<file path="config.mk">
export PLATFORM = sky130hd
export DESIGN_NAME = pc_redirect_fetch
export DESIGN_NICKNAME = d
export VERILOG_FILES = /design/src/rtl/pc_redirect_fetch.sv
export SDC_FILE = /design/constraint.sdc
export NUM_CORES = 1
export LEC_CHECK = 0
export ABC_AREA = 1
export CORE_MARGIN = 2
export CORE_UTILIZATION = 45
export CTS_BUF_LIST = sky130_fd_sc_hd__clkbuf_16
export DETAILED_ROUTE_END_ITERATION = 12
export GPL_ROUTABILITY_DRIVEN = 1
export PLACE_DENSITY = 0.8
export RECOVER_POWER = 50
export SETUP_SLACK_MARGIN = 0.5
export SLEW_MARGIN = 20
export SYNTH_ARGS = -nofsm -noshare
export SYNTH_HDL_FRONTEND = slang
export SYNTH_SLANG_ARGS = --single-unit
export TNS_END_PERCENT = 50
</file>
<file path="constraint.sdc">
create_clock -name Clk -period 3.4 [get_ports Clk]
set_input_delay 0.68 -clock Clk [delete_from_list [all_inputs] [get_ports Clk]]
set_output_delay 0.68 -clock Clk [all_outputs]
set_load 0.01 [all_outputs]
</file>
<file path="src/rtl/pc_redirect_fetch.sv">
// Fetch program counter with redirect priority (jr > branch > jump > stall)
// and the IF/ID pipeline register, flushed to a bubble on any taken redirect.
module pc_redirect_fetch #(
  parameter logic [31:0] RESET_PC  = 32'h0000_0000,
  parameter logic [31:0] NOP_INSTR = 32'h0000_0000
) (
  input  logic        Clk,
  input  logic        Reset,
  input  logic        Stall,
  input  logic [31:0] Instr,
  input  logic        JumpEn,
  input  logic [27:0] JumpTarget28,
  input  logic        BranchTaken,
  input  logic [31:0] BranchBase,
  input  logic [31:0] BranchOffset,
  input  logic        JrEn,
  input  logic [31:0] JrAddr,
  output logic [31:0] PC,
  output logic [31:0] PCPlus4,
  output logic [31:0] IFID_Instr,
  output logic [31:0] IFID_PCPlus4,
  output logic        IFID_Valid,
  output logic        Redirect
);

  logic [31:0] pc_reg, pc_next;
  logic [31:0] ifid_instr_reg, ifid_instr_next;
  logic [31:0] ifid_pcplus4_reg, ifid_pcplus4_next;
  logic        ifid_valid_reg, ifid_valid_next;
  logic [31:0] pc_plus4;
  logic [31:0] branch_addr;
  logic [31:0] jump_addr;
  logic        redirect;

  assign pc_plus4    = pc_reg + 32'd4;
  assign branch_addr = BranchBase + BranchOffset;
  // The jump's region nibble belongs to the jump instruction itself, which sits in IF/ID.
  assign jump_addr   = {ifid_pcplus4_reg[31:28], JumpTarget28};
  assign redirect    = JrEn | BranchTaken | JumpEn;

  always_comb begin
    pc_next           = pc_plus4;
    ifid_instr_next   = Instr;
    ifid_pcplus4_next = pc_plus4;
    ifid_valid_next   = 1'b1;

    if (JrEn) begin
      pc_next = JrAddr;
    end else if (BranchTaken) begin
      pc_next = branch_addr;
    end else if (JumpEn) begin
      pc_next = jump_addr;
    end else if (Stall) begin
      pc_next = pc_reg;
    end

    if (redirect) begin
      ifid_instr_next   = NOP_INSTR;
      ifid_pcplus4_next = 32'd0;
      ifid_valid_next   = 1'b0;
    end else if (Stall) begin
      ifid_instr_next   = ifid_instr_reg;
      ifid_pcplus4_next = ifid_pcplus4_reg;
      ifid_valid_next   = ifid_valid_reg;
    end
  end

  always_ff @(posedge Clk) begin
    if (Reset) begin
      pc_reg           <= RESET_PC;
      ifid_instr_reg   <= NOP_INSTR;
      ifid_pcplus4_reg <= 32'd0;
      ifid_valid_reg   <= 1'b0;
    end else begin
      pc_reg           <= pc_next;
      ifid_instr_reg   <= ifid_instr_next;
      ifid_pcplus4_reg <= ifid_pcplus4_next;
      ifid_valid_reg   <= ifid_valid_next;
    end
  end

  assign PC           = pc_reg;
  assign PCPlus4      = pc_plus4;
  assign IFID_Instr   = ifid_instr_reg;
  assign IFID_PCPlus4 = ifid_pcplus4_reg;
  assign IFID_Valid   = ifid_valid_reg;
  assign Redirect     = redirect;

endmodule

</file>
==> key figures, run 1 <==
Run status
  • Status: finished, final reports clean

STA
  • Clock skew after layout: 0.00496 ns
  • Worst slew margin relative to its limit: 44.5%
  • Accumulated negative setup slack: 0 ns
  • Unrepaired setup endpoints after global routing: yes
  • Crit path time final: 3.06 ns
  • Pin slew with the least headroom to its limit: 0.831 ns
  • Final setup fails: 0
  • Final count of pins violating max slew: 0
  • Final Cycle Share: 89.9%
  • Highest clock rate: 327 MHz
  • Final Hold Fails: 0

Die
  • Floorplan die area: 18100 um^2
  • Y dimension of the die: 134 um
  • Starting density of the core: 46.2%
  • Number of core rows: 47
  • Top-level port count: 292
  • Total core area: 16600 um^2
  • Horizontal die dimension: 134 um

Placed design
  • Final RePlAce weighted congestion: 0.968
  • Number of instances in the placed design: 1787
  • Half-perimeter wire length after placement: 23.1 mm
  • Total of buffers placed on input and output ports: 291

Hold path
  • Hold Crit Start: IFID_Instr[0]
  • Path type of the worst min-delay path: flop to flop

Power
  • Static leakage: 5.69 nW
  • Sw Pwr: 1.20 mW
  • Power density of the placed cells: 311 nW/um^2
  • Gate power share: 32.8%
  • Cell internal power dissipation: 2.30 mW
  • Worst IR drop on VDD: 0.000274 V
  • Proportion of power drawn by the clock network: 31.5%
  • Net switching share of the total power: 34.3%
  • Reg power frac: 35.7%

Route
  • Average routed wire per standard cell: 15.7 um
  • Via count of the routed design: 9112
  • Residual DRC: 0
  • Antenna violation net count after detailed routing: 0
  • DRT Wirelength: 28.3 mm
  • Number of detailed-route iterations in the first pass: 5
  • Number of vias per cell after detailed routing: 5.04
  • DR iter-0 viols: 753

Worst setup path
  • Reg-to-Reg Start: PC[18]
  • Crit path DAT: 2.38 ns
  • Launching instance or port of the critical path: JumpEn
  • Worst-path fanout max: 7
  • Critical Path End Type: output port
  • Req. time, crit path: 2.72 ns
  • Critical path type: input pin to output port
  • Sort of element at the start of the critical path: input pin

Layout
  • Multi-input logic area: 4850 um^2
  • Area overhead of the layout relative to synthesis: 46.8%
  • Final standard cell count with taps included and fillers excluded: 1808
  • Fraction of final layout cells with drive strength greater than 1: 8.39%
  • Number of nets at the end of the flow: 1776
  • Fillcell total: 1596
  • Storage cell area: 1970 um^2

Clocking
  • Clock root buffer: clkbuf_16
  • CTS tree: done
  • Total clock buffers created by CTS: 9
  • Count of hold-fix buffers inserted at cts: 0
  • Clock transition at the registers of the reported paths: 0.07 ns
  • Maximum count of clock buffers along a single path: 2
  • Total number of H-tree levels: 3
  • Number of clock sinks seen by CTS: 97
  • Worst skew pair latency: 0.35 ns

Flow run
  • Max cap viols: 0

Yosys
  • Count of cell types in the netlist: 41
  • Yosys warnings: 0
  • Sequential share of the synthesized area: 25.4%
  • Cell area after synthesis: 7650 um^2
  • Yosys reg bits: 97
  • Post-Synthesis Cells: 1299
  • Synth Net Count: 1494
  • Mean cell area of the mapped netlist: 5.89 um^2

GRT
  • Maximum number of pins on one net before global-route repair: 67
  • Wire length of the first global-routing pass: 43.9 mm
  • Overflow left after global routing: 0
  • Total Routing Usage GR: 30.8%
  • Antenna violations before repair: 2
  • Number of global-route vias before repair: 8370
==> layout make-up <==
| cell class | count | share of cell area [%] |
|---|---|---|
| inverter | 189 | 6.33 |
| tap | 220 | 2.45 |
| multi-input combinational | 970 | 43.2 |
| clock buffer | 9 | 2.00 |
| timing repair buffer | 314 | 27.5 |
| sequential | 97 | 17.6 |
| antenna | 2 | 0.0446 |
| clock inverter | 7 | 0.891 |
==> final timing paths <==
kind	end	slack, ns	depth (start not counted)
setup reg to reg	PC[24]	1.27	12
hold reg to reg	IFID_Instr[0]	0.46	2
hold / removal	IFID_Instr[0]	0.46	2
setup / recovery	Redirect	0.34	6
==> synth_stat cells <==
| cell | count | share of area [%] |
|---|---|---|
| a31oi_1 | 2 | 0.16 |
| inv_1 | 177 | 8.7 |
| nand3_4 | 1 | 0.23 |
| xor2_1 | 15 | 1.7 |
| nand3b_1 | 7 | 0.69 |
| clkinv_2 | 1 | 0.065 |
| clkbuf_1 | 27 | 1.3 |
| fa_1 | 1 | 0.26 |
| a21oi_1 | 117 | 7.7 |
| nand2_2 | 8 | 0.65 |
| o21ai_0 | 71 | 4.6 |
| buf_2 | 8 | 0.52 |
| xor2_2 | 4 | 0.85 |
| o21bai_1 | 3 | 0.29 |
| dfxtp_1 | 97 | 25 |
| o21ai_2 | 1 | 0.11 |
| a21oi_2 | 1 | 0.11 |
| inv_2 | 11 | 0.54 |
| nand3_1 | 70 | 4.6 |
| and2_1 | 3 | 0.25 |
| xnor2_1 | 2 | 0.23 |
| nor3_1 | 10 | 0.65 |
| nand4_1 | 6 | 0.49 |
| nor3_2 | 4 | 0.52 |
| a22oi_1 | 5 | 0.49 |
| o221ai_1 | 2 | 0.23 |
| buf_6 | 2 | 0.29 |
| nor2_2 | 6 | 0.49 |
| o21ai_1 | 6 | 0.39 |
| nand2_4 | 2 | 0.29 |
| ha_1 | 32 | 5.2 |
| or2_2 | 18 | 1.5 |
| nand2_1 | 441 | 22 |
| a21o_1 | 2 | 0.20 |
| a221oi_1 | 1 | 0.11 |
| nor2_4 | 8 | 1.2 |
| nand3_2 | 1 | 0.13 |
| nor2_1 | 111 | 5.4 |
| nor3_4 | 3 | 0.64 |
| o211ai_1 | 6 | 0.59 |
| buf_4 | 6 | 0.59 |
==> cell usage in the layout, fill, tap and decap left out, drive strengths merged, types with 7 or more instances in the layout <==
master and n:
ha 32, o21ai 78, dlygate4sd3 98, inv 189, nor2 125, dlygate4sd2 8, dfxtp 97, clkbuf 11
nand2 451, clkdlybuf4s50 178, buf 22, or2 18, xor2 19, a21oi 118, nand3 72, nand3b 7
nor3 17
==> cells by family (layout without fill, tap and decap cells) <==
family | Yosys count | in the layout | synth area share, %
adder cells (fa/ha/maj) | 33 | 33 | 5.49
other | 0 | 2 | 0
flip-flops | 97 | 97 | 25.4
buffers and inverters | 232 | 519 | 12.0
XOR/XNOR | 21 | 21 | 2.80
AO/OA/AOI/OAI | 217 | 217 | 15.0
AND/OR/NAND/NOR | 699 | 699 | 39.3
==> state kept, by name, indices dropped and copies added, names as in the netlist <==
| name | cells |
|---|---|
| IFID_Instr | 32 |
| PC | 32 |
| IFID_Valid | 1 |
| IFID_PCPlus4 | 32 |
==> metrics by stage <==
stage | util, % | hold WS, ns | power (mW) | area (um^2) | setup WS (ns)
CTS | 67.4 | 0.468 | 3.52 | 11200 | 0.375
floorplan | - | 0.481 | 1.85 | 7650 | 1.14
finish | 67.7 | 0.462 | 3.50 | 11200 | 0.344
global placement | 65.1 | 0.442 | 2.42 | 10800 | 0.481
global route | 67.7 | 0.477 | 3.66 | 11200 | 0.198
detailed placement | 65.1 | 0.457 | 2.42 | 10800 | 0.443
==> per-layer routing <==
metal	GRT usage (%)	vias up	routed length [um]
li1	-	4658	-
met1	37.6	4018	11600
met2	52.6	366	13200
met3	5.97	70	2300
met4	13.9	0	1270
met5	0	-	0
==> power groups by stage <==
| stage | combinational, mW | sequential [mW] | clock, mW |
|---|---|---|---|
| 5_1_grt | 1.26 | 1.26 | 1.15 |
| 6_report | 1.15 | 1.25 | 1.10 |
| 3_5_place_dp | 1.15 | 1.27 | 0 |
| 4_1_cts | 1.16 | 1.25 | 1.11 |
| 2_1_floorplan | 0.583 | 1.27 | 0 |
| 3_3_place_gp | 1.15 | 1.27 | 0 |
==> worst max-delay path: stages <==
cell             delay, ns
dlygate4sd3_1         0.59
nor2_1                0.23
clkinv_1              0.12
nor2_1                0.10
inv_1                 0.14
clkdlybuf4s50_1       0.51
==> timing repair <==
item                                    CTS  global route
setup buffers                             0             3
endpoints found under the setup margin   24            18
gates resized for setup                  35            21
cloned                                    0             0
endpoints found under the hold margin     0             0
pin swaps                                 2             3
(Power assumes the default switching activity.)
==> run 2: changes to the inputs <==
- REMOVE_ABC_BUFFERS: unset -> 1
==> run 2 against run 1 <==
Count of clock-buffer cells in the layout did not move. Routed wire length rose by 0.46%. Critical path depth did not move. First-iteration DRC count fell by 4.8%. Global-route usage rose by 0.21 points. Sequential share of layout area rose by 0.12 points. Clock power fell by 4%. Critical endpoint unchanged. Clock skew rose by 0.0043 ns. Via count rose by 0.81%. Final area fell by 0.25%. Power fell by 1.1%.
==> key figures, run 2 (same netlist as run 1, synthesis figures left out) <==
STA
  • Smallest hold slack: 0.459 ns (-0.00280 ns)
  • Final count of pins violating max slew: 0 (unchanged)
  • Final Hold Fails: 0 (unchanged)
  • Highest clock rate: 340 MHz (+3.9%)
  • Final Cycle Share: 86.5% (-3.4 points)
  • Crit path time final: 2.94 ns (-0.115 ns)
  • Worst slew margin relative to its limit: 24.9% (-20 points)
  • Unrepaired setup endpoints after global routing: yes
  • Final setup fails: 0 (unchanged)
  • Clock skew after layout: 0.00926 ns (+0.00430 ns)
  • Accumulated negative setup slack: 0 ns (unchanged)
  • Pin slew with the least headroom to its limit: 1.13 ns (+0.295 ns)

Layout
  • Storage cell area: 1980 um^2 (+0.44%)
  • Fillcell total: 1627 (+1.9%)
  • Multi-input logic area: 4880 um^2 (+0.49%)
  • Final standard cell count with taps included and fillers excluded: 1801 (-0.39%)
  • Most common library cell in the layout ignoring fill and taps: nand2_1
  • Most frequent cells in the layout: nand2_1, inv_1, clkdlybuf4s50_1
  • Fraction of final layout cells with drive strength greater than 1: 8.86% (+0.47 points)
  • Area overhead of the layout relative to synthesis: 46.4%
  • ANT cells: 0 (-2)
  • Number of nets at the end of the flow: 1772 (-0.23%)

Clocking
  • Count of hold-fix buffers inserted at cts: 0 (unchanged)
  • Total number of H-tree levels: 3 (unchanged)
  • Total clock buffers created by CTS: 9 (unchanged)
  • Number of clock sinks seen by CTS: 97 (unchanged)
  • CTS tree: done
  • Clock root buffer: clkbuf_16
  • Worst skew pair latency: 0.35 ns (about the same)
  • Maximum count of clock buffers along a single path: 2 (unchanged)
  • Clock transition at the registers of the reported paths: 0.07 ns (about the same)

Placed design
  • Total of buffers placed on input and output ports: 291 (unchanged)
  • Number of instances in the placed design: 1779 (-0.45%)
  • Half-perimeter wire length after placement: 22.6 mm (-2.0%)
  • Final RePlAce weighted congestion: 0.958 (-0.97%)

Worst setup path
  • Critical Path End Type: output port
  • Reg-to-Reg Start: PC[3]
  • Critical path type: input pin to output port
  • Launching instance or port of the critical path: JumpEn
  • Crit path DAT: 2.26 ns (-0.12 ns)
  • Worst-path fanout max: 4 (-3)
  • Req. time, crit path: 2.72 ns (about the same)
  • Sort of element at the start of the critical path: input pin

Route
  • DRT Wirelength: 28.5 mm (+0.46%)
  • Average routed wire per standard cell: 15.8 um (+0.85%)
  • Antenna violation net count after detailed routing: 0 (unchanged)
  • Number of vias per cell after detailed routing: 5.10 (+1.2%)
  • Via count of the routed design: 9186 (+0.81%)
  • DR iter-0 viols: 717 (-4.8%)
  • Residual DRC: 0 (unchanged)
  • Number of detailed-route iterations in the first pass: 6 (+1)

Die
  • Number of core rows: 47 (unchanged)
  • Top-level port count: 292 (unchanged)
  • Horizontal die dimension: 134 um (unchanged)
  • Floorplan die area: 18100 um^2 (unchanged)
  • Total core area: 16600 um^2 (unchanged)
  • Starting density of the core: 46.2% (unchanged)
  • Y dimension of the die: 134 um (unchanged)

Hold path
  • Path type of the worst min-delay path: flop to flop
  • Hold Crit Start: IFID_Instr[7]

Power
  • Static leakage: 5.68 nW (-0.11%)
  • Power density of the placed cells: 309 nW/um^2 (-0.90%)
  • Worst IR drop on VDD: 0.000273 V (-0.16%)

GRT
  • Overflow left after global routing: 0 (unchanged)
  • Maximum number of pins on one net before global-route repair: 67 (unchanged)
  • Number of global-route vias before repair: 8470 (+1.2%)
  • Antenna violations before repair: 0 (-2)
  • Total Routing Usage GR: 31.0% (+0.21 points)
  • Wire length of the first global-routing pass: 44.3 mm (+0.86%)

Flow run
  • Max cap viols: 0 (unchanged)

Run status
  • Status: finished, final reports clean
run 2: cell count changes in the layout (fill, tap and decap cells not counted), moves of 3 or more:
cell           change
inv_2              +3
dlygate4sd3_1      +4
dlygate4sd2_1      -4
dfxtp_2            +4
dfxtp_1            -5
run 2: final timing paths:
check                   to  slack [ns]  depth (start not counted)
max reg2reg         PC[12]        1.49                         12
max               Redirect        0.46                          6
min reg2reg  IFID_Instr[7]        0.46                          2
min          IFID_Instr[7]        0.46                          2
run 2: power by group:
group	total [mW]	internal (mW)	switching, mW
combinational	1.14	0.517	0.625
clock	1.06	0.578	0.486
sequential	1.25	1.19	0.0661
run 2: what timing repair did:
| action | in CTS | in global routing |
|---|---|---|
| buffers inserted | 2 | 5 |
| resized for setup | 38 | 26 |
| pin swaps | 2 | 4 |
| endpoints found under the setup margin | 24 | 24 |
| gates cloned | 0 | 0 |
run 2: layout make-up:
class	instances	share of cell area, %
Multi-Input combinational cell	970	43.5
Tap cell	220	2.46
Timing Repair Buffer	310	27.3
Sequential cell	97	17.7
Clock buffer	9	2.01
Clock inverter	6	0.659
Inverter	189	6.34
run 2: stage by stage:
step	utilization [%]	area (um^2)	total power, mW	worst slack (ns)
after floorplan	-	7440	1.83	1.10
after global placement	64.6	10700	2.40	0.434
after detailed placement	64.6	10700	2.41	0.375
after CTS	67.0	11100	3.49	0.411
after global routing	67.6	11200	3.64	0.279
final	67.6	11200	3.46	0.459
run 2: critical path: stages:
cell and delay (ns):
dlygate4sd3_1 0.59, nor2_1 0.25, inv_2 0.06, nor2_1 0.13, inv_2 0.07, clkdlybuf4s50_1 0.48
run 2: routing by layer:
metal	up-vias	wire length, um	GRT usage [%]
met4	0	900	11.5
met5	-	0	0
met2	371	13500	53.5
met3	56	2170	4.99
met1	4120	11900	39.1
li1	4639	-	-
==> run 3: changes to the inputs <==
- GPL_ROUTABILITY_DRIVEN: 1 -> 0
==> run 3 against run 2 <==
First-iteration DRC count decreased by 6.8%. Largest power group unchanged. Critical path depth unchanged. Utilization decreased by 0.47 points. Fmax decreased by 5.0%. Largest cell class unchanged. Final area decreased by 0.69%.
==> key figures, run 3 (same netlist as run 1, synthesis figures left out) <==
Run status
  • Status: finished, final reports clean

Layout
  • Fillcell total: 1545 (-5.0%)
  • Number of nets at the end of the flow: 1769 (-0.17%)
  • Most frequent cells in the layout: nand2_1, inv_1, clkdlybuf4s50_1
  • Multi-input logic area: 4840 um^2 (-0.69%)
  • Storage cell area: 1970 um^2 (-0.69%)
  • ANT cells: 0 (unchanged)
  • Fraction of final layout cells with drive strength greater than 1: 8.17% (-0.69 points)
  • Most common library cell in the layout ignoring fill and taps: nand2_1
  • Area overhead of the layout relative to synthesis: 45.4%
  • Post-route cell area: 11100 um^2 (-0.69%)

Clocking
  • Clock root buffer: clkbuf_16
  • CTS tree: done
  • Worst skew pair latency: 0.35 ns (about the same)
  • Total number of H-tree levels: 3 (unchanged)
  • Clock transition at the registers of the reported paths: 0.07 ns (about the same)
  • Number of clock sinks seen by CTS: 97 (unchanged)
  • Maximum count of clock buffers along a single path: 2 (unchanged)
  • Total clock buffers created by CTS: 9 (unchanged)

STA
  • Final setup fails: 0 (unchanged)
  • Final Hold Fails: 0 (unchanged)
  • Crit path time final: 3.10 ns (+0.155 ns)
  • Clock skew after layout: 0.00794 ns (-0.00132 ns)
  • Final count of pins violating max slew: 0 (unchanged)
  • Worst path setup slack after routing: 0.304 ns (-0.155 ns)
  • Smallest hold slack: 0.461 ns (+0.00202 ns)
  • Pin slew with the least headroom to its limit: 1.12 ns (-0.00972 ns)
  • Highest clock rate: 323 MHz (-5.0%)
  • Final Cycle Share: 91.1% (+4.6 points)
  • Unrepaired setup endpoints after global routing: yes
  • Worst slew margin relative to its limit: 25.6% (+0.65 points)
  • Accumulated negative setup slack: 0 ns (unchanged)

Worst setup path
  • Worst-path fanout max: 7 (+3)
  • Critical path type: input pin to output port
  • Critical Path End Type: output port
  • Cell at the slowest stage of the critical path: dlygate4sd3_1
  • Sort of element at the start of the critical path: input pin
  • Most common cell on crit path: nor2_1
  • Req. time, crit path: 2.72 ns (about the same)
  • CP Cell Sequence: dlygate4sd3_1 > nor2_1 > clkinv_1 > nor2_1 > inv_1 > clkdlybuf4s50_1
  • Critical path buffers and inverters: 4 (unchanged)
  • Category of cells accounting for the largest share of critical-path delay: buffers and inverters
  • Critical Path Max Stage Delay: 0.72 ns (+0.13 ns)
  • Crit path DAT: 2.42 ns (+0.16 ns)

Placed design
  • Half-perimeter wire length after placement: 21.7 mm (-4.0%)
  • Total of buffers placed on input and output ports: 291 (unchanged)
  • Worst Setup Slack post-DPL: 0.421 ns (+0.0462 ns)
  • Cell Area, Placed: 10700 um^2 (unchanged)

Route
  • Residual DRC: 0 (unchanged)
  • Via count of the routed design: 9234 (+0.52%)
  • Number of vias per cell after detailed routing: 5.13 (+0.63%)
  • Average routed wire per standard cell: 15.2 um (-3.6%)
  • DRT Wirelength: 27.4 mm (-3.7%)
  • Number of detailed-route iterations in the first pass: 5 (-1)
  • DR iter-0 viols: 668 (-6.8%)
  • Antenna violation net count after detailed routing: 0 (unchanged)

Power
  • Power density of the placed cells: 306 nW/um^2 (-0.71%)
  • Worst IR drop on VDD: 0.000258 V (-5.5%)
  • Static leakage: 5.64 nW (-0.87%)

Die
  • Top-level port count: 292 (unchanged)
  • Y dimension of the die: 134 um (unchanged)
  • Horizontal die dimension: 134 um (unchanged)
  • Number of core rows: 47 (unchanged)
  • Total core area: 16600 um^2 (unchanged)
  • Starting density of the core: 46.2% (unchanged)
  • Floorplan die area: 18100 um^2 (unchanged)

GRT
  • Maximum number of pins on one net before global-route repair: 67 (unchanged)
  • Overflow left after global routing: 0 (unchanged)
  • Total Routing Usage GR: 29.2% (-1.9 points)
  • Wire length of the first global-routing pass: 42.0 mm (-5.2%)
  • Number of global-route vias before repair: 8369 (-1.2%)
  • Antenna violations before repair: 0 (unchanged)

Hold path
  • Path type of the worst min-delay path: flop to flop

Flow run
  • Max cap viols: 0 (unchanged)
[run 3: changes by cell type in the layout (fill, tap and decap cells not counted), sizes merged]
cell / delta
clkinv: +5
clkinvlp: -2
buf: -3
inv: -1
dlygate4sd2: +4
dlymetal6s2s: -4
clkdlybuf4s50: -2
bufinv: -1
dlygate4sd3: +2
[run 3: final timing paths]
kind,from,endpoint,slack (ns),depth (start not counted)
worst max-delay path,BranchTaken,Redirect,0.30,6
worst min-delay path,IFID_Instr[18],IFID_Instr[18],0.46,2
worst max register to register,PC[2],PC[12],1.39,12
worst min register to register,IFID_Instr[18],IFID_Instr[18],0.46,2
[run 3: metal layers]
metal | up-vias | track usage [%] | wire length [um]
met4 | 0 | 9.88 | 846
met1 | 4130 | 36.8 | 11400
li1 | 4637 | - | -
met5 | - | 0 | 0
met3 | 62 | 5.93 | 2250
met2 | 405 | 49.7 | 12900
[run 3: stage by stage]
stage / power, mW / util [%] / cells
after detailed placement: 2.40 / 64.6 / 1779
after floorplan: 1.83 / - / 1256
after CTS: 3.44 / 66.7 / 1797
after global routing: 3.58 / 67.1 / 1799
final: 3.41 / 67.1 / 1799
after global placement: 2.39 / 64.6 / 1779
[run 3: area by class of cell]
type	instances	area share [%]
timing repair buffer	307	27.2
multi-input combinational	970	43.5
inverter	189	6.39
clock inverter	7	0.731
clock buffer	9	2.02
tap	220	2.47
sequential	97	17.7
[run 3: timing repair]
item,4_1_cts,5_1_grt
setup buffers,2,2
hold buffers,0,0
pin swaps,3,2
endpoints found under the setup margin,24,17
resized for setup,21,28
[run 3: report_power, final]
part | internal (mW) | leakage [nW] | switching [mW]
clock | 0.525 | 0.150 | 0.508
sequential | 1.19 | 0.797 | 0.0606
combinational | 0.511 | 4.69 | 0.620
total | 2.22 | 5.64 | 1.19
[run 3: worst min-delay path, stage by stage (launching register included)]
cell	delay [ns]
dfxtp_1	0.31
nand2_1	0.06
a21oi_1	0.05
